File: src/rtl/rtc_pkg.sv
// Shared definitions for the time-set controller.
//   state_t  : FSM state encoding (IDLE, SET_HR, SET_MIN, SET_SEC)
//   FLD_*    : codes driven on the field output for the display blinker
//   HR_MAX / MS_MAX : highest legal two-digit value for hours / min-sec
//   bcd2_t   : one two-digit BCD field
//   bcd_inc  : increments a two-digit BCD field with wrap to 00
package rtc_pkg;

  typedef enum logic [1:0] {
    IDLE    = 2'b00,
    SET_HR  = 2'b01,
    SET_MIN = 2'b10,
    SET_SEC = 2'b11
  } state_t;

  localparam logic [1:0] FLD_NONE = 2'b00;
  localparam logic [1:0] FLD_HR   = 2'b01;
  localparam logic [1:0] FLD_MIN  = 2'b10;
  localparam logic [1:0] FLD_SEC  = 2'b11;

  localparam logic [7:0] HR_MAX = 8'd23;
  localparam logic [7:0] MS_MAX = 8'd59;

  typedef struct packed {
    logic [3:0] hi;
    logic [3:0] lo;
  } bcd2_t;

  // Anything at or above the limit (including captured illegal values)
  // wraps to 00; otherwise the low digit rolls 9 -> 0 into the high digit.
  function automatic bcd2_t bcd_inc(input bcd2_t v, input logic [7:0] max);
    logic [7:0] bin;
    bin = 8'(v.hi) * 8'd10 + 8'(v.lo);
    if (bin >= max)
      return '0;
    else if (v.lo >= 4'd9)
      return '{hi: v.hi + 4'd1, lo: 4'd0};
    else
      return '{hi: v.hi, lo: v.lo + 4'd1};
  endfunction

endpackage

File: src/rtl/time_set_ctrl_if.sv
// Bus between the time-set controller and its surroundings.
//   btn_mode, btn_inc : raw bouncing buttons (active-high)
//   cur_*             : live BCD time from the timekeeping counter
//   set_*             : edited BCD time (shadow registers)
//   load              : one-cycle pulse, counter copies set_* on it
//   set_active        : high while editing; counter holds its count
//   field             : field under edit (FLD_* codes)
// master = environment (buttons, counter, display); slave = controller.
interface time_set_ctrl_if;
  logic       btn_mode;
  logic       btn_inc;
  logic [3:0] cur_hrm, cur_hrl, cur_min_m, cur_min_l, cur_sec_m, cur_sec_l;
  logic [3:0] set_hrm, set_hrl, set_min_m, set_min_l, set_sec_m, set_sec_l;
  logic       load;
  logic       set_active;
  logic [1:0] field;

  modport master (
    output btn_mode, btn_inc,
    output cur_hrm, cur_hrl, cur_min_m, cur_min_l, cur_sec_m, cur_sec_l,
    input  set_hrm, set_hrl, set_min_m, set_min_l, set_sec_m, set_sec_l,
    input  load, set_active, field
  );

  modport slave (
    input  btn_mode, btn_inc,
    input  cur_hrm, cur_hrl, cur_min_m, cur_min_l, cur_sec_m, cur_sec_l,
    output set_hrm, set_hrl, set_min_m, set_min_l, set_sec_m, set_sec_l,
    output load, set_active, field
  );
endinterface

File: src/rtl/btn_debounce.sv
// Button conditioner: 2-flop synchronizer, level debouncer, press pulse.
//   clk, rst : system clock, asynchronous active-high reset
//   btn_raw  : raw asynchronous bouncing button
//   press    : one-cycle pulse on each accepted 0->1 of the debounced level
// The debounced level follows the synchronized input only after it has
// differed for DEB_CYCLES consecutive cycles; any reversal restarts.
module btn_debounce #(
  parameter int DEB_CYCLES = 1000000
) (
  input  logic clk,
  input  logic rst,
  input  logic btn_raw,
  output logic press
);

  localparam int CW = (DEB_CYCLES > 1) ? $clog2(DEB_CYCLES) : 1;
  localparam logic [CW-1:0] LAST = CW'(DEB_CYCLES - 1);

  logic          sync_a, sync_b;
  logic          level, level_d;
  logic [CW-1:0] cnt;

  // NOTE: every register here uses <= so all flops sample the values from
  // before the edge; blocking = would collapse the synchronizer chain.
  always_ff @(posedge clk or posedge rst) begin
    if (rst) begin
      sync_a  <= 1'b0;
      sync_b  <= 1'b0;
      level   <= 1'b0;
      level_d <= 1'b0;
      cnt     <= '0;
      press   <= 1'b0;
    end else begin
      sync_a <= btn_raw;
      sync_b <= sync_a;
      if (sync_b == level) begin
        cnt <= '0;
      end else if (cnt == LAST) begin
        level <= sync_b;
        cnt   <= '0;
      end else begin
        cnt <= cnt + 1'b1;
      end
      level_d <= level;
      press   <= level & ~level_d;
    end
  end

endmodule

File: src/rtl/time_set_ctrl.sv
// Time-set controller: MODE walks IDLE -> SET_HR -> SET_MIN -> SET_SEC ->
// IDLE, INC bumps the field being edited, and leaving SET_SEC issues LOAD.
//   clk, rst : system clock, asynchronous active-high reset
//   bus      : time_set_ctrl_if.slave (buttons, live time, edited time,
//              load, set_active, field)
module time_set_ctrl
  import rtc_pkg::*;
#(
  parameter int DEB_CYCLES = 1000000
) (
  input  logic             clk,
  input  logic             rst,
  time_set_ctrl_if.slave   bus
);

  logic   mode_press, inc_press;
  state_t state;
  bcd2_t  sh_hr, sh_min, sh_sec;
  logic   load, set_active;
  logic [1:0] field;

  btn_debounce #(.DEB_CYCLES(DEB_CYCLES)) u_mode_deb (
    .clk     (clk),
    .rst     (rst),
    .btn_raw (bus.btn_mode),
    .press   (mode_press)
  );

  btn_debounce #(.DEB_CYCLES(DEB_CYCLES)) u_inc_deb (
    .clk     (clk),
    .rst     (rst),
    .btn_raw (bus.btn_inc),
    .press   (inc_press)
  );

  // set_active and field are updated in the same branch as state so the
  // display and counter see them change on exactly the state edge.
  always_ff @(posedge clk or posedge rst) begin
    if (rst) begin
      state      <= IDLE;
      sh_hr      <= '0;
      sh_min     <= '0;
      sh_sec     <= '0;
      load       <= 1'b0;
      set_active <= 1'b0;
      field      <= FLD_NONE;
    end else begin
      load <= 1'b0;
      if (mode_press) begin
        // MODE wins over a coincident INC.
        unique case (state)
          IDLE: begin
            sh_hr      <= {bus.cur_hrm, bus.cur_hrl};
            sh_min     <= {bus.cur_min_m, bus.cur_min_l};
            sh_sec     <= {bus.cur_sec_m, bus.cur_sec_l};
            state      <= SET_HR;
            set_active <= 1'b1;
            field      <= FLD_HR;
          end
          SET_HR: begin
            state <= SET_MIN;
            field <= FLD_MIN;
          end
          SET_MIN: begin
            state <= SET_SEC;
            field <= FLD_SEC;
          end
          SET_SEC: begin
            state      <= IDLE;
            set_active <= 1'b0;
            field      <= FLD_NONE;
            load       <= 1'b1;
          end
        endcase
      end else if (inc_press) begin
        unique case (state)
          IDLE:    ;
          SET_HR:  sh_hr  <= bcd_inc(sh_hr, HR_MAX);
          SET_MIN: sh_min <= bcd_inc(sh_min, MS_MAX);
          SET_SEC: sh_sec <= bcd_inc(sh_sec, MS_MAX);
        endcase
      end
    end
  end

  assign bus.set_hrm    = sh_hr.hi;
  assign bus.set_hrl    = sh_hr.lo;
  assign bus.set_min_m  = sh_min.hi;
  assign bus.set_min_l  = sh_min.lo;
  assign bus.set_sec_m  = sh_sec.hi;
  assign bus.set_sec_l  = sh_sec.lo;
  assign bus.load       = load;
  assign bus.set_active = set_active;
  assign bus.field      = field;

endmodule

File: src/flat_wrapper.sv
// flat-port wrapper written by rule: the top's interface ports become plain ports
module time_set_ctrl_flat import rtc_pkg::*;
#(
  parameter int DEB_CYCLES = 1000000
)
  (clk, rst, bus_btn_mode, bus_btn_inc, bus_cur_hrm, bus_cur_hrl, bus_cur_min_m, bus_cur_min_l, bus_cur_sec_m, bus_cur_sec_l, bus_set_hrm, bus_set_hrl, bus_set_min_m, bus_set_min_l, bus_set_sec_m, bus_set_sec_l, bus_load, bus_set_active, bus_field);
  time_set_ctrl_if bus_i ();
  input  logic clk;
  input  logic rst;
  input wire logic [$bits(bus_i.btn_mode)-1:0] bus_btn_mode;
  input wire logic [$bits(bus_i.btn_inc)-1:0] bus_btn_inc;
  input wire logic [$bits(bus_i.cur_hrm)-1:0] bus_cur_hrm;
  input wire logic [$bits(bus_i.cur_hrl)-1:0] bus_cur_hrl;
  input wire logic [$bits(bus_i.cur_min_m)-1:0] bus_cur_min_m;
  input wire logic [$bits(bus_i.cur_min_l)-1:0] bus_cur_min_l;
  input wire logic [$bits(bus_i.cur_sec_m)-1:0] bus_cur_sec_m;
  input wire logic [$bits(bus_i.cur_sec_l)-1:0] bus_cur_sec_l;
  output wire logic [$bits(bus_i.set_hrm)-1:0] bus_set_hrm;
  output wire logic [$bits(bus_i.set_hrl)-1:0] bus_set_hrl;
  output wire logic [$bits(bus_i.set_min_m)-1:0] bus_set_min_m;
  output wire logic [$bits(bus_i.set_min_l)-1:0] bus_set_min_l;
  output wire logic [$bits(bus_i.set_sec_m)-1:0] bus_set_sec_m;
  output wire logic [$bits(bus_i.set_sec_l)-1:0] bus_set_sec_l;
  output wire logic [$bits(bus_i.load)-1:0] bus_load;
  output wire logic [$bits(bus_i.set_active)-1:0] bus_set_active;
  output wire logic [$bits(bus_i.field)-1:0] bus_field;
  assign bus_i.btn_mode = bus_btn_mode;
  assign bus_i.btn_inc = bus_btn_inc;
  assign bus_i.cur_hrm = bus_cur_hrm;
  assign bus_i.cur_hrl = bus_cur_hrl;
  assign bus_i.cur_min_m = bus_cur_min_m;
  assign bus_i.cur_min_l = bus_cur_min_l;
  assign bus_i.cur_sec_m = bus_cur_sec_m;
  assign bus_i.cur_sec_l = bus_cur_sec_l;
  assign bus_set_hrm = bus_i.set_hrm;
  assign bus_set_hrl = bus_i.set_hrl;
  assign bus_set_min_m = bus_i.set_min_m;
  assign bus_set_min_l = bus_i.set_min_l;
  assign bus_set_sec_m = bus_i.set_sec_m;
  assign bus_set_sec_l = bus_i.set_sec_l;
  assign bus_load = bus_i.load;
  assign bus_set_active = bus_i.set_active;
  assign bus_field = bus_i.field;
  time_set_ctrl #(.DEB_CYCLES(DEB_CYCLES)) u_core (.clk(clk), .rst(rst), .bus(bus_i));
endmodule
File: config.mk
export PLATFORM = sky130hd
export DESIGN_NAME = time_set_ctrl_flat
export DESIGN_NICKNAME = d
export VERILOG_FILES = /design/src/rtl/rtc_pkg.sv /design/src/rtl/time_set_ctrl_if.sv /design/src/rtl/btn_debounce.sv /design/src/rtl/time_set_ctrl.sv /design/src/flat_wrapper.sv
export SDC_FILE = /design/constraint.sdc
export NUM_CORES = 1
export LEC_CHECK = 0
export BUFFER_PORTS_ARGS = -buffer_cell sky130_fd_sc_hd__clkbuf_2
export CAP_MARGIN = 30
export CORE_MARGIN = 2
export CORE_UTILIZATION = 65
export CTS_BUF_LIST = sky130_fd_sc_hd__clkbuf_2
export DETAILED_ROUTE_END_ITERATION = 16
export PLACE_DENSITY_LB_ADDON = 0.15
export SKIP_LAST_GASP = 1
export SLEW_MARGIN = 20
export SYNTH_ARGS = -nofsm -noshare
export SYNTH_HDL_FRONTEND = slang
export SYNTH_SLANG_ARGS = --single-unit
File: constraint.sdc
create_clock -name clk -period 6.1 [get_ports clk]
set_clock_uncertainty 0.1 [all_clocks]
set_input_delay 0.915 -clock clk [delete_from_list [all_inputs] [get_ports clk]]
set_output_delay 0.915 -clock clk [all_outputs]
set_load 0.005 [all_outputs]
; Yosys cells after proc, flatten, opt, wreduce, memory -nomap -nowiden
; Cells that the tools add are included.
; W data, S select, Z words.
[totals]
regBits = 78
output_inout_bits = 28
wordCells = 99
[op_classes]
addsub = 11
n_mul = 3
order_cmp = 6
n_eq_ne = 8
n_mux = 26
bitwise_logic = 6
reduce_logical = 18
[ops]
columns = operator, n
row1 = $mux W8, 18
row2 = $mux W20, 4
row3 = $add A20 B1 Y20 const B, 2
row4 = $eq A20 B20 Y1 const B, 2
row5 = $add A4 B1 Y4 const B, 6
row6 = $add A8 B4 Y8, 3
row7 = $mul A4 B3 Y7 const B, 3
row8 = $ge A8 B6 Y1 const B, 2
row9 = $ge A4 B4 Y1 const B, 3
row10 = $reduce_and A4 Y1, 3
row11 = $reduce_bool A2 Y1, 5
row12 = $reduce_and A3 Y1, 3
row13 = $reduce_bool A3 Y1, 3
row14 = $ge A8 B5 Y1 const B, 1
row15 = $pmux W2 S4, 1
row16 = $reduce_and A2 Y1, 3
row17 = $eq A2 B2 Y1 const B, 2
row18 = $not A1 Y1, 4
row19 = $and A1 B1 Y1, 2
row20 = $eq A1 B1 Y1, 2
row21 = $eq A2 B1 Y1 const B, 1
row22 = $logic_not A2 Y1, 1
row23 = $mux W1, 2
row24 = $ne A2 B1 Y1 const B, 1
row25 = $pmux W1 S2, 1

; Logic depth before layout (Yosys ltp)
; Gate-level depths: netlist of run 1.
[depth]
depth_word = 7
depth_mapped = 10
ltp_nobuf = 9

; Cells and area by module
; Synthesis of run 1 repeated with hierarchy kept, for this count alone.
[unflattened]
hier_cells = 538
hier_area_um2 = 5149.9
[by_module_without_submodules]
columns = mod, instances, cells_each, area_each_um2
row1 = time_set_ctrl, 1, 316, 2737.6
row2 = btn_debounce, 2, 111, 1206.2

; Worst setup path after synthesis of run 1
; Ideal clock, no wire load.
[synth_timing]
path_kind = flip-flop to flip-flop
from = reg u_core.sh_min (netlist bit u_core.bus.set_min_m[1])
to = reg u_core.sh_min (netlist bit u_core.bus.set_min_m[3])
setup_time_ns = 0.063
arrival_time_ns = 2.784
required_ns = 5.937
slack_ns = 3.153
stages_incl_launch_ff = 10
synth_period_minus_slack_ns = 2.947
path_cell_list = dfrtp_1 ha_1 ha_1 fa_1 xnor2_1 o21a_1 a221oi_2 or4_4 a211oi_2 o22a_2
[synth_via]
elab_chain_len = 7
elab_cells_between_ends = 11
classes_between = 2 x add/sub / 1 x mul / 1 x order compare / 5 x mux / 2 x reduce/logical
[synth_lines]
columns = item, line
row1 = from (decl), time_set_ctrl.sv:18  ; bcd2_t sh_hr, sh_min, sh_sec;
row2 = from (signal assigned), time_set_ctrl.sv:54  ; sh_min <= {bus.cur_min_m, bus.cur_min_l};
row3 = from (signal assigned), time_set_ctrl.sv:79  ; SET_MIN: sh_min <= bcd_inc(sh_min, MS_MAX);
row4 = $mul A4 B3 Y7, rtc_pkg.sv:33  ; bin = 8'(v.hi) * 8'd10 + 8'(v.lo);
row5 = $add A8 B4 Y8, rtc_pkg.sv:33
row6 = $ge A8 B6 Y1, rtc_pkg.sv:34  ; if (bin >= max)
row7 = $mux W8, rtc_pkg.sv:34
row8 = $mux W8, time_set_ctrl.sv:76  ; unique case (state)
row9 = $mux W8, time_set_ctrl.sv:75  ; end else if (inc_press) begin
row10 = $mux W8, time_set_ctrl.sv:49  ; if (mode_press) begin
; Several ways; a longest one is shown, not always the timed one. The select of a mux whose other input is x is not followed.
; A chain may end at the register's enable or synchronous reset.

; Final worst setup path of run 1
[layout_timing]
from = reg u_core.sh_sec (netlist bit u_core.bus.set_sec_m[3])
to = reg u_core.sh_sec (netlist bit u_core.bus.set_sec_m[3])
[layout_via]
elab_chain_len = 7
elab_cells_between_ends = 11
classes_between = 2 x add/sub / 1 x mul / 1 x order compare / 5 x mux / 2 x reduce/logical
[layout_lines]
columns = item, line
row1 = from (decl), time_set_ctrl.sv:18
row2 = from (signal assigned), time_set_ctrl.sv:55  ; sh_sec <= {bus.cur_sec_m, bus.cur_sec_l};
row3 = from (signal assigned), time_set_ctrl.sv:80  ; SET_SEC: sh_sec <= bcd_inc(sh_sec, MS_MAX);
row4 = $mul A4 B3 Y7, rtc_pkg.sv:33
row5 = $add A8 B4 Y8, rtc_pkg.sv:33
row6 = $ge A8 B6 Y1, rtc_pkg.sv:34
row7 = $mux W8, rtc_pkg.sv:34
row8 = $mux W8, time_set_ctrl.sv:76
row9 = $mux W8, time_set_ctrl.sv:75
row10 = $mux W8, time_set_ctrl.sv:49
; Several ways; a longest one is shown, not always the timed one. The select of a mux whose other input is x is not followed.

==> impl_summary.md, run 1 <==
Run status
The run finished with clean final reports.

Floorplan
The core box area is 7290 µm². The vertical die dimension is 90.9 µm. The count of standard-cell rows is 31.

The top-level port count is between 50 and 60. The initial core utilization is 67.3%. The die outline area is slightly above 8000 µm².

The chip width is 90.9 µm.

Min path
In this run the most critical hold path is launched from u_core.u_inc_deb.sync_a. The tightest min-delay check is of the reg -> reg type. The path with the worst hold slack has its endpoint at u_core.u_inc_deb.sync_b. The worst hold path cell count is 0.

CTS
The clock transition at the registers of the reported paths is roughly 0.2 ns. CTS placed an instance of sky130_fd_sc_hd__clkbuf_2 at the clock tree root. Buffers inserted to repair hold after CTS numbered 0. The clock buffer count from CTS is 9. Counting every sink on the clock net gives just under 80. In this run, post-CTS repair resized a total of 0 instances. The source-to-sink clock delay at the later pin of the worst-skew pair is 0.49 ns. The TritonCTS clock tree is done.

The post-CTS setup repair buffer count is 0. The number of buffers between clock root and the deepest sink is 2. The clock tree synthesis step divided the H-tree into 3 levels.

Logic synthesis
The post-synthesis instance total is 520. Of all cell types, the one taking the most synthesized area is sky130_fd_sc_hd__dfrtp_1. The Yosys step of the flow raised 0 warnings.

The summed instance area of the synthesized netlist is a little under 5000 µm². The synthesized net count is ~590. The average size of a mapped cell is ~9.4 µm². By count the netlist is led by 78 x sky130_fd_sc_hd__dfrtp_1, 65 x sky130_fd_sc_hd__nor2_1, 41 x sky130_fd_sc_hd__nand3_1. The library cell with the highest instance count after synthesis is sky130_fd_sc_hd__dfrtp_1. After synthesis, the share of flip-flops with an asynchronous set or reset is 100%.

The most common flop cell mapped by yosys is sky130_fd_sc_hd__dfrtp_1. By area the synthesized netlist is led by sky130_fd_sc_hd__dfrtp_1 40%, sky130_fd_sc_hd__ha_1 9.9%, sky130_fd_sc_hd__nor2_1 5.0%. The sequential cell area fraction in the yosys report is 39.8%.

The synthesized flop and latch total is 78. After synthesis, the netlist uses 64 different library cells. The number of synthesized flops with an enable pin is 0.

The top cell type by area accounts for between 30% and 40% of the synthesized area.

Place
The final estimated routing congestion in global placement is 0.906. The number of buffers added on ports is 55. The HPWL after detailed placement is 7090 µm.

STA
Setup repair after global routing left no endpoint under its margin. The final critical delay including setup and external delays is 3.71 ns. The final hold violation count is 0.

The setup TNS after final layout is 0 ns. After layout, the worst path uses about three fifths of the clock period. Timing would allow up to ~0.27 GHz. The worst pin sits at a relative slew slack of 35.4%.

The total setup violations reported at the end of the flow is 0. For the pin with the worst max-slew slack, the measured transition is 0.967 ns. The number of max-slew violations in the final report is 0.

Layout
The growth of design area from synthesis to finish is 9.86%. In the final layout, flip-flops and latches occupy 1950 µm². The layout has roughly 560 filler cells. Of the cells placed in the final design, the portion with a size suffix greater than 1 is around 17%. The final layout contains 650 nets.

The multi-input logic area is 2780 µm². 0 antenna diodes ended up in the layout.

Global route
Entering global routing, the biggest net connects 79 pins. The global-route usage over all layers is around a quarter. The number of antenna violations at the first check in global routing is 0. The first global-routing pass estimated 17,100 µm of wire. The number of global-route vias before repair is roughly 3,800. The total congestion overflow after global routing is 0.

Critical path
The element type at the critical path end is a register. The category of the most critical setup path is reg -> reg. The maximum net fanout on the critical path is 11. The count of cells along the worst register-to-register path is 9. The data arrival time at the worst-slack endpoint is roughly 4 ns. In this run the register-to-register setup slack is between 2 and 2.5 ns. The startpoint identified for the worst register-to-register timing path is u_core.bus.set_sec_m[3]. The worst register-to-register path ends at u_core.bus.set_sec_m[3]. The kind of launch point of the worst setup path is a register. Data on the critical path is required at its endpoint by about 6.4 ns.

Routing
The via count is 3,962. In the final routed layout, each cell accounts on average for 14.3 µm. For this run, design rule violations remaining after detail routing come to 0. The routed design has a little under 10,000 µm of wire. The via density per instance is between 5 and 6.

The number of iterations in the first detailed-routing pass is 4. The number of antenna-violating nets in the routed design is 0. The violation count after the first detailed-routing iteration is ~210.

Job
The tool flagged a number of max-cap violations equal to 0.

Power
In this run the power density over the cells is between 100 and 150 nW/µm². The leakage power figure is between 2 and 3 nW. The overall power after layout is roughly 0.8 mW. The highest ir drop seen on vdd is approximately 0.15 mV.
metal layers:
| metal | vias up | wire [µm] | global-route usage [%] |
|---|---|---|---|
| met5 | - | 0 | 0 |
| met4 | 0 | 131 | 7.32 |
| met3 | 12 | 303 | 3.76 |
| met2 | 79 | 4700 | 40.4 |
| met1 | 1916 | 4600 | 35.2 |
| li1 | 1955 | - | - |
where the power goes:
group / total, mW / switching (mW) / internal, mW
Sequential: 0.526 / 0.00359 / 0.522
Clock: 0.224 / 0.171 / 0.0533
Combinational: 0.0329 / 0.0203 / 0.0126
Total: 0.783 / 0.194 / 0.588
area by class of cell:
type | instances | area share (%)
inverters | 31 | 2.18
flip-flops and latches | 78 | 36.2
clock inverters | 4 | 0.464
clock buffers | 11 | 1.02
well taps | 99 | 2.30
multi-input cells | 396 | 51.6
repair buffers | 61 | 6.26
registers in the layout, indices dropped and copies added, names as in the netlist, 2 cells and up:
register               flops
u_core.u_inc_deb.cnt      20
u_core.u_mode_deb.cnt     20
u_core.bus.set_hrl         4
u_core.bus.set_hrm         4
u_core.bus.set_min_l       4
u_core.bus.set_min_m       4
u_core.bus.set_sec_l       4
u_core.bus.set_sec_m       4
u_core.state               2
logic make-up after synthesis:
group,synth area share (%)
AND/OR/NAND/NOR,20.1
AO/OA/AOI/OAI,15.6
multiplexers,0.663
adder cells (fa/ha/maj),12.4
flip-flops,39.8
XOR/XNOR,7.85
buffers and inverters,3.64
worst max-delay path by stage:
stage                             from                       to  slack [ns]  cells after the start
2_1_floorplan                      rst          u_core.bus.load        3.09                      1
3_3_place_gp   u_core.bus.set_sec_m[3]  u_core.bus.set_sec_m[3]        2.60                      9
3_5_place_dp   u_core.bus.set_sec_m[3]  u_core.bus.set_sec_m[3]        2.44                      9
4_1_cts        u_core.bus.set_sec_m[3]  u_core.bus.set_sec_m[3]        2.42                      9
5_1_grt        u_core.bus.set_sec_m[3]  u_core.bus.set_sec_m[3]        2.14                      9
6_report       u_core.bus.set_sec_m[3]  u_core.bus.set_sec_m[3]        2.39                      9
stage by stage:
| step | cell area, µm² | hold slack (ns) | setup slack (ns) | util [%] | std cells |
|---|---|---|---|---|---|
| finish | 5390 | 0.273 | 2.39 | 74.0 | 680 |
| global route | 5390 | 0.278 | 2.14 | 74.0 | 680 |
| floorplan | 4910 | 0.231 | 3.09 | - | 520 |
| CTS | 5350 | 0.274 | 2.42 | 73.4 | 677 |
| detailed placement | 5270 | 0.235 | 2.44 | 72.3 | 662 |
| global placement | 5270 | 0.235 | 2.60 | 72.3 | 662 |
worst max-delay path, cell delays in order, from the launching register on:
cell and delay (ns):
sky130_fd_sc_hd__dfrtp_1 0.53, sky130_fd_sc_hd__ha_1 0.36, sky130_fd_sc_hd__ha_1 0.21, sky130_fd_sc_hd__fa_1 0.50, sky130_fd_sc_hd__nand2_1 0.08, sky130_fd_sc_hd__nor3_1 0.23
sky130_fd_sc_hd__xnor2_1 0.11, sky130_fd_sc_hd__nor4b_2 0.86, sky130_fd_sc_hd__a21oi_1 0.29, sky130_fd_sc_hd__o2bb2a_1 0.35
cell usage in the layout, fill, tap and decap left out, drive strengths merged, types with 4 or more instances in the layout:
cell / count
a31oi: 8
a21oi: 30
o21a: 4
nand3: 41
nor2: 65
nor2b: 5
xnor2: 17
xor2: 27
buf: 4
o22ai: 4
inv: 30
and3: 11
nor4b: 5
o21ai: 14
nor3: 5
a21o: 4
nand2: 29
nand2b: 7
dfrtp: 78
a22oi: 8
ha: 39
nor4: 5
a2bb2oi: 7
clkbuf: 68
or2: 4
fa: 6
a211oi: 4
Power figures use the tool's default switching activity.
==> run 2: changes to the inputs <==
--- a/config.mk
+++ b/config.mk
@@ -8,7 +8,7 @@
 export BUFFER_PORTS_ARGS = -buffer_cell sky130_fd_sc_hd__clkbuf_2
 export CAP_MARGIN = 30
 export CORE_MARGIN = 2
-export CORE_UTILIZATION = 65
+export CORE_UTILIZATION = 55
 export CTS_BUF_LIST = sky130_fd_sc_hd__clkbuf_2
 export DETAILED_ROUTE_END_ITERATION = 16
 export PLACE_DENSITY_LB_ADDON = 0.15
==> constraint.sdc (replaced) <==
create_clock -name clk -period 3.2 [get_ports clk]
set_clock_uncertainty 0.1 [all_clocks]
set_input_delay 0.48 -clock clk [delete_from_list [all_inputs] [get_ports clk]]
set_output_delay 0.48 -clock clk [all_outputs]
set_load 0.005 [all_outputs]
==> run 2 against run 1 <==
  * Global-route usage down 2.7 points
  * Final area grew 3.8%
  * Critical path depth is the same
  * Via count up 2.7%
  * Maximum frequency rose by 21%
  * Hold slack got worse by 0.23 ns
  * Non-clock buffer count increased by 22
  * Setup slack worse by 2.2 ns
  * Core utilization fell by 9.4 points
  * Sequential share of layout area is 1.3 points lower
  * Clock-buffer cell count down 1
==> impl_summary.md, run 2 (synthesized netlist as in run 1, its figures left out) <==
STA
The final critical delay including setup and external delays was 3.06 ns (-0.654 ns). The total setup violations reported at the end of the flow is 0 (unchanged). The final hold violation count is 0 (unchanged). The achievable frequency is 0.327 GHz (+21%).

The fraction of the cycle the final worst path needs is 95.5% (+35 points). The slew at the pin with the worst max-slew slack is 0.722 ns (-0.245 ns). The worst max-slew margin expressed relative to the limit is 51.4% (+16 points).

The number of max-slew violations in the final report is 0 (unchanged). Setup repair after global routing left no endpoint under its margin. The setup TNS after final layout is 0 ns (unchanged).

Layout
The number of non-filler instances in the completed layout is 712 (+4.7%). The final core area utilization was 64.5% (-9.4 points). Leaving out fill and tap cells, the most frequent cells in the layout are 77 x sky130_fd_sc_hd__dfrtp_1, 65 x sky130_fd_sc_hd__nor2_1, 65 x sky130_fd_sc_hd__clkbuf_2. The library cell used most frequently in the layout, excluding fill and tap cells, is sky130_fd_sc_hd__dfrtp_1. The share of final-layout standard cells stronger than drive strength 1 came to 19.4% (+2.3 points).

The growth of design area from synthesis to finish is 14.1%. The largest registers in the layout are u_core.u_inc_deb.cnt: 20 flops, u_core.u_mode_deb.cnt: 20 flops. The post-layout net count was 672 (+3.4%). The number of inserted diodes was 0 (unchanged).

Routing
The final routed DRC violation total is 0 (unchanged). The aggregate routed wire length was 10,100 µm (+4.1%). The number of antenna-violating nets in the routed design is 0 (unchanged). The violation count after the first detailed-routing iteration is 174 (-18%). The via density per instance is 5.71 (-2.0%). The via count is 4,067 (+2.7%).

The number of iterations in the first detailed-routing pass is 4 (unchanged). The average wire length per cell after detail routing came to 14.2 µm (-0.54%).

Critical path
For this design, the slowest cell found on the critical path is sky130_fd_sc_hd__or4_4. The worst endpoint required time is 3.57 ns (-2.83 ns). The critical path goes through ha_1 > ha_1 > fa_1 > xnor2_1 > o21a_1 > a221oi_2 > or4_4 > a211oi_2 > o22a_2. Broken down by cell family, the worst path's largest delay share belongs to adder cells. STA classifies the critical path startpoint as a register. The maximum net fanout on the critical path was 4 (-7). The flop-to-flop setup slack was 0.14 ns (-2.25 ns). The data arrival time at the worst-slack endpoint came to 3.43 ns (-0.58 ns). The element type at the critical path end is a register. The highest cell delay on the worst timing path is 0.58 ns (-0.28 ns). The most numerous cell type found on the critical path is sky130_fd_sc_hd__ha_1. The category of the most critical setup path is reg -> reg.

The number of buffers and inverters on the critical path is 0 (unchanged).

Global route
The number of global-route vias before repair was 4,065 (+6.4%). The number of antenna violations at the first check in global routing is 0 (unchanged). The global-route wire length before repair is 17,900 µm (+4.7%). The global-route usage over all layers is 22.3% (-2.7 points). The maximum number of pins on one net before global-route repair is 79 (unchanged).

The total congestion overflow after global routing is 0 (unchanged).

Floorplan
The top-level port count is 56 (unchanged). The vertical die dimension was 98.5 µm (+8.3%). The die outline area came to 9700 µm² (+17%).

The core box area is 8680 µm² (+19%). The chip width is 98.5 µm (+8.3%). The count of standard-cell rows is 34 (+9.7%). The initial core utilization was 56.6% (-11 points).

Power
The relative contribution of sequential cells to total power is 62.7% (-4.5 points). The leakage power figure came to 2.70 nW (+4.5%). The switching power as a share of total power is 24.8% (about the same). The part of the power in the clock network is 33.3% (+4.7 points). The power density of the placed cells is 285 nW/µm² (+97%). The highest ir drop seen on vdd is 0.229 mV (+48%).

The switching power of the nets is 0.397 mW (+100%). The internal power contribution came to 1.20 mW (+100%). The logic gate share of total power is 3.9% (-0.3 points).

CTS
The number of buffers between clock root and the deepest sink was 2 (unchanged). The sink count of the clock tree came to 78 (unchanged). The buffer cell driving the clock tree root is sky130_fd_sc_hd__clkbuf_2. The source-to-sink clock delay at the later pin of the worst-skew pair is 0.53 ns (+0.04 ns). The TritonCTS clock tree is done.

The clock transition at the registers of the reported paths is 0.25 ns (+0.05 ns). The H-tree depth reported by CTS is 3 (unchanged). The clock buffer count from CTS is 9 (unchanged).

Job
The max-capacitance violation count was 0 (unchanged).

Place
The number of buffers added on ports is 55 (unchanged). The count of placed standard cells including taps is 691 (+4.4%). The final estimated routing congestion in global placement is 0.898 (-0.85%). The HPWL after detailed placement is 7590 µm (+7.1%).

Min path
In this run the worst hold path is classified as in -> reg.

Run status
The run finished with clean final reports.
==> run 2: cell types whose count changed in the layout (fill, tap and decap cells not counted), moves of 2 or more <==
cell	change
sky130_fd_sc_hd__clkbuf_2	-2
sky130_fd_sc_hd__dlygate4sd3_1	+3
sky130_fd_sc_hd__clkinv_2	-3
sky130_fd_sc_hd__buf_4	+21
sky130_fd_sc_hd__clkinv_1	+2
==> run 2: routing by layer <==
| metal | vias to the layer above | global-route usage (%) | part of all wire [%] |
|---|---|---|---|
| li1 | 2001 | - | - |
| met1 | 1980 | 28.8 | 45 |
| met2 | 75 | 38.7 | 50 |
| met3 | 11 | 3.55 | 3.6 |
| met4 | 0 | 6.85 | 1.2 |
| met5 | - | 0 | 0 |
==> run 2: final timing paths <==
| check | startpoint | to | cells past startpoint |
|---|---|---|---|
| min in group asynchronous | rst | u_core.u_inc_deb.cnt[6] | 4 |
| setup / recovery | u_core.bus.set_min_m[1] | u_core.bus.set_min_m[3] | 9 |
| hold reg to reg | u_core.u_inc_deb.sync_a | u_core.u_inc_deb.sync_b | 0 |
| max in group asynchronous | rst | u_core.bus.set_hrm[2] | 4 |
| setup reg to reg | u_core.bus.set_min_m[1] | u_core.bus.set_min_m[3] | 9 |
| hold / removal | bus_cur_sec_m[2] | u_core.bus.set_sec_m[2] | 3 |
==> run 2: cell type report <==
type / instances / area [µm²]
Timing Repair Buffer: 83 / 505
Inverter: 31 / 116
Multi-Input combinational cell: 396 / 2780
Sequential cell: 78 / 1950
Fill cell: 762 / 3080
Tap cell: 108 / 135
Clock buffer: 10 / 50.0
Clock inverter: 6 / 61.3
==> run 2: metrics by stage <==
step                      power, mW  hold slack [ns]  setup slack (ns)  cell area (µm²)
after floorplan                1.05            0.231             0.253             4910
after global placement         1.08            0.233             0.280             5440
after detailed placement       1.08            0.235             0.196             5440
after CTS                      1.62           0.0285             0.142             5580
after global routing           1.68          0.00907            0.0104             5600
final                          1.60           0.0431             0.144             5600
==> run 2: power groups by stage <==
stage / Sequential (mW) / Combinational, mW / Clock, mW
2_1_floorplan: 1.02 / 0.0327 / 0
3_3_place_gp: 1.02 / 0.0620 / 0
3_5_place_dp: 1.02 / 0.0623 / 0
4_1_cts: 1.00 / 0.0654 / 0.549
5_1_grt: 1.01 / 0.0725 / 0.600
6_report: 1.00 / 0.0630 / 0.532
==> run 2: worst reg2reg max path, delay by kind of cell, from the launching register on <==
family / cells / cell delay [ns]
AO/OA/AOI/OAI: 4 / 0.62
flip-flops: 1 / 0.44
XOR/XNOR: 1 / 0.32
AND/OR/NAND/NOR: 1 / 0.58
adder cells (fa/ha/maj): 3 / 0.98
==> run 2: timing repair <==
action,4_1_cts,5_1_grt
resized for setup,0,1
setup endpoints to repair,0,2
buffers inserted,0,2
endpoints found under the hold margin,80,0
hold buffers,3,0
==> run 3: changes to the inputs <==
--- a/config.mk
+++ b/config.mk
@@ -7,6 +7,7 @@
 export LEC_CHECK = 0
 export BUFFER_PORTS_ARGS = -buffer_cell sky130_fd_sc_hd__clkbuf_2
 export CAP_MARGIN = 30
+export CORE_ASPECT_RATIO = 0.5
 export CORE_MARGIN = 2
 export CORE_UTILIZATION = 55
 export CTS_BUF_LIST = sky130_fd_sc_hd__clkbuf_2
==> run 3 against run 2 <==
  * Clock-buffer cell count is 1 higher
  * Hold slack better by 0.031 ns
  * Via count is 1.9% lower
  * Critical path depth stayed put
  * Maximum frequency is 2.1% higher
  * Final area is 0.56% lower
  * Clock power is 17% lower
  * Die area is 0.48% higher
  * Critical path type unchanged
  * Critical endpoint unchanged
==> impl_summary.md, run 3 (synthesized netlist as in run 1, its figures left out) <==
Global route
The maximum number of pins on one net before global-route repair is 31 (-61%). The global-route wire length before repair came to 17,400 µm (-2.5%). The number of global-route vias before repair was 3,809 (-6.3%). The global-route usage over all layers came to 22.5% (+0.20 points). The total congestion overflow after global routing is 0 (unchanged).

The number of antenna violations at the first check in global routing is 0 (unchanged).

STA
The final critical delay including setup and external delays came to 2.99 ns (-0.0617 ns). The final hold violation count is 0 (unchanged). The setup TNS after final layout is 0 ns (unchanged). The total setup violations reported at the end of the flow is 0 (unchanged). The worst hold slack was 0.0737 ns (+0.0305 ns). The achievable frequency is 0.334 GHz (+2.1%). The worst max-slew margin expressed relative to the limit was 53.5% (+2.1 points).

The number of max-slew violations in the final report came to 0 (unchanged). Setup repair after global routing left no endpoint under its margin. The fraction of the cycle the final worst path needs is 93.6% (-1.9 points).

The slew at the pin with the worst max-slew slack is 0.691 ns (-0.0308 ns).

Routing
The average wire length per cell after detail routing is 14.0 µm (-1.4%). The number of iterations in the first detailed-routing pass is 4 (unchanged). The final routed DRC violation total is 0 (unchanged). The aggregate routed wire length is 10,100 µm (-0.56%). The violation count after the first detailed-routing iteration was 143 (-18%). The via density per instance is 5.56 (-2.7%). The via count is 3,990 (-1.9%). The number of antenna-violating nets in the routed design is 0 (unchanged).

Power
The highest ir drop seen on vdd was 0.191 mV (-17%). The leakage power figure came to 2.68 nW (-0.82%). The power density of the placed cells is 270 nW/µm² (-5.2%).

Critical path
The endpoint identified for the worst register-to-register timing path is u_core.bus.set_min_m[3]. The number of buffers and inverters on the critical path was 0 (unchanged). The flop-to-flop setup slack is 0.21 ns (+0.06 ns). The maximum net fanout on the critical path is 4 (unchanged). The worst endpoint required time came to 3.58 ns (about the same). The data arrival time at the worst-slack endpoint is 3.38 ns (-0.05 ns). The kind of launch point of the worst setup path is a register. The critical path is of the reg -> reg type. Walking the worst path, the cells encountered are ha_1 > ha_1 > fa_1 > xnor2_2 > a211oi_2 > a221oi_2 > or4_4 > a211oi_2 > o22a_2. The largest individual stage delay along the critical path comes from the cell sky130_fd_sc_hd__or4_4.

The count of cells along the worst register-to-register path is 9 (unchanged). Among cell families on the critical path, the largest total delay comes from adder cells. The highest cell delay on the worst timing path is 0.58 ns (about the same). The element type at the critical path end is a register. The startpoint identified for the worst register-to-register timing path is u_core.bus.set_min_m[1].

Run status
The flow ran to the end, and the final reports show no timing, DRC or antenna violations.

Layout
The number of non-filler instances in the completed layout is 718 (+0.84%). The largest registers in the layout are u_core.u_inc_deb.cnt: 20 flops, u_core.u_mode_deb.cnt: 20 flops. The share of final-layout standard cells stronger than drive strength 1 came to 19.1% (-0.24 points). The top cell types in the final layout, fill and taps aside, are 78 x sky130_fd_sc_hd__dfrtp_1, 66 x sky130_fd_sc_hd__clkbuf_2, 65 x sky130_fd_sc_hd__nor2_1.

The most common cell after layout, fill and taps aside is sky130_fd_sc_hd__dfrtp_1. The layout filler cell count is 749 (-1.7%). The number of inserted diodes is 0 (unchanged). The post-layout net count came to 671 (-0.15%). The growth of design area from synthesis to finish is 13.4%.

Min path
The worst hold path cell count is 3 (unchanged). For hold timing, the worst endpoint is u_core.bus.set_sec_m[2]. The critical hold path startpoint is bus_cur_sec_m[2]. The class of the worst hold path is in -> reg.

Floorplan
The die outline area is 9740 µm² (+0.48%). The count of standard-cell rows is 24 (-29%). The top-level port count is 56 (unchanged).

The core box area is 8680 µm² (unchanged). The chip width was 138 µm (+40%). The vertical die dimension is 70.8 µm (-28%). The initial core utilization is 56.6% (unchanged).

Place
The number of buffers added on ports was 55 (unchanged). The final estimated routing congestion in global placement came to 0.825 (-8.1%). The HPWL after detailed placement is 7440 µm (-2.0%). The count of placed standard cells including taps is 700 (+1.3%).

CTS
The post-CTS setup repair buffer count was 0 (unchanged). The cell sitting at the root of the clock tree is a sky130_fd_sc_hd__clkbuf_2. The sink count of the clock tree was 78 (unchanged). The clock buffer count from CTS came to 9 (unchanged). The source-to-sink clock delay at the later pin of the worst-skew pair came to 0.55 ns (+0.02 ns).

The number of buffers between clock root and the deepest sink was 2 (unchanged). The H-tree depth reported by CTS is 3 (unchanged). The clock transition at the registers of the reported paths is 0.19 ns (-0.06 ns). The TritonCTS clock tree is done.

Job
The max-capacitance violation count is 0 (unchanged).
==> run 3: cell types whose count changed in the layout (fill, tap and decap cells not counted), sizes merged <==
cell	change
buf	-2
dlygate4sd3	+1
bufinv	-1
inv	-2
clkbuf	+1
==> run 3: power breakdown <==
part	total, mW	internal, mW	leakage (nW)	switching (mW)
Combinational	0.0633	0.0246	1.60	0.0388
Clock	0.440	0.101	0.0501	0.339
Sequential	1.00	0.996	1.02	0.00705
Total	1.51	1.12	2.68	0.385
==> run 3: cell type report <==
| type | instances | area (µm²) | area share [%] |
|---|---|---|---|
| Inverter | 31 | 118 | 2.11 |
| Timing Repair Buffer | 82 | 488 | 8.76 |
| Multi-Input combinational cell | 396 | 2790 | 50.0 |
| Clock inverter | 3 | 23.8 | 0.427 |
| Clock buffer | 11 | 55.1 | 0.989 |
| Tap cell | 117 | 146 | 2.63 |
| Sequential cell | 78 | 1950 | 35.0 |
==> run 3: metal layers <==
layer | global-route usage, % | vias up | part of all wire [%]
li1 | - | 1999 | -
met1 | 30.8 | 1908 | 49
met2 | 36.3 | 74 | 45
met3 | 5.45 | 9 | 4.4
met4 | 5.50 | 0 | 0.92
met5 | 0 | - | 0
==> run 3: worst min-delay path: cells and delay by family <==
| family | cells | cell delay (ns) |
|---|---|---|
| AO/OA/AOI/OAI | 1 | 0.06 |
| AND/OR/NAND/NOR | 1 | 0.07 |
| buffers and inverters | 1 | 0.08 |
==> run 3: worst max-delay path by stage <==
stage	cells past startpoint	to	startpoint	slack, ns
final	9	u_core.bus.set_min_m[3]	u_core.bus.set_min_m[1]	0.21
after global placement	9	u_core.bus.set_min_m[3]	u_core.bus.set_min_m[1]	0.26
after floorplan	9	u_core.bus.set_min_m[3]	u_core.bus.set_min_m[1]	0.25
after CTS	9	u_core.bus.set_min_m[3]	u_core.bus.set_min_m[1]	0.13
after global routing	10	u_core.bus.set_sec_m[3]	u_core.bus.set_sec_m[0]	0.008
after detailed placement	9	u_core.bus.set_min_m[3]	u_core.bus.set_min_m[1]	0.18
==> run 3: stage by stage <==
stage	utilization (%)	worst slack [ns]	power, mW	area [µm²]
2_1_floorplan	-	0.253	1.05	4910
3_3_place_gp	62.7	0.262	1.08	5440
3_5_place_dp	62.7	0.177	1.08	5440
4_1_cts	64.0	0.128	1.53	5550
5_1_grt	64.2	0.00843	1.57	5570
6_report	64.2	0.206	1.51	5570
==> run 3: what timing repair did <==
item                                   4_1_cts  5_1_grt
setup endpoints to repair                    0        1
hold buffers                                 3        1
gates resized for setup                      0        1
endpoints found under the hold margin       30        1
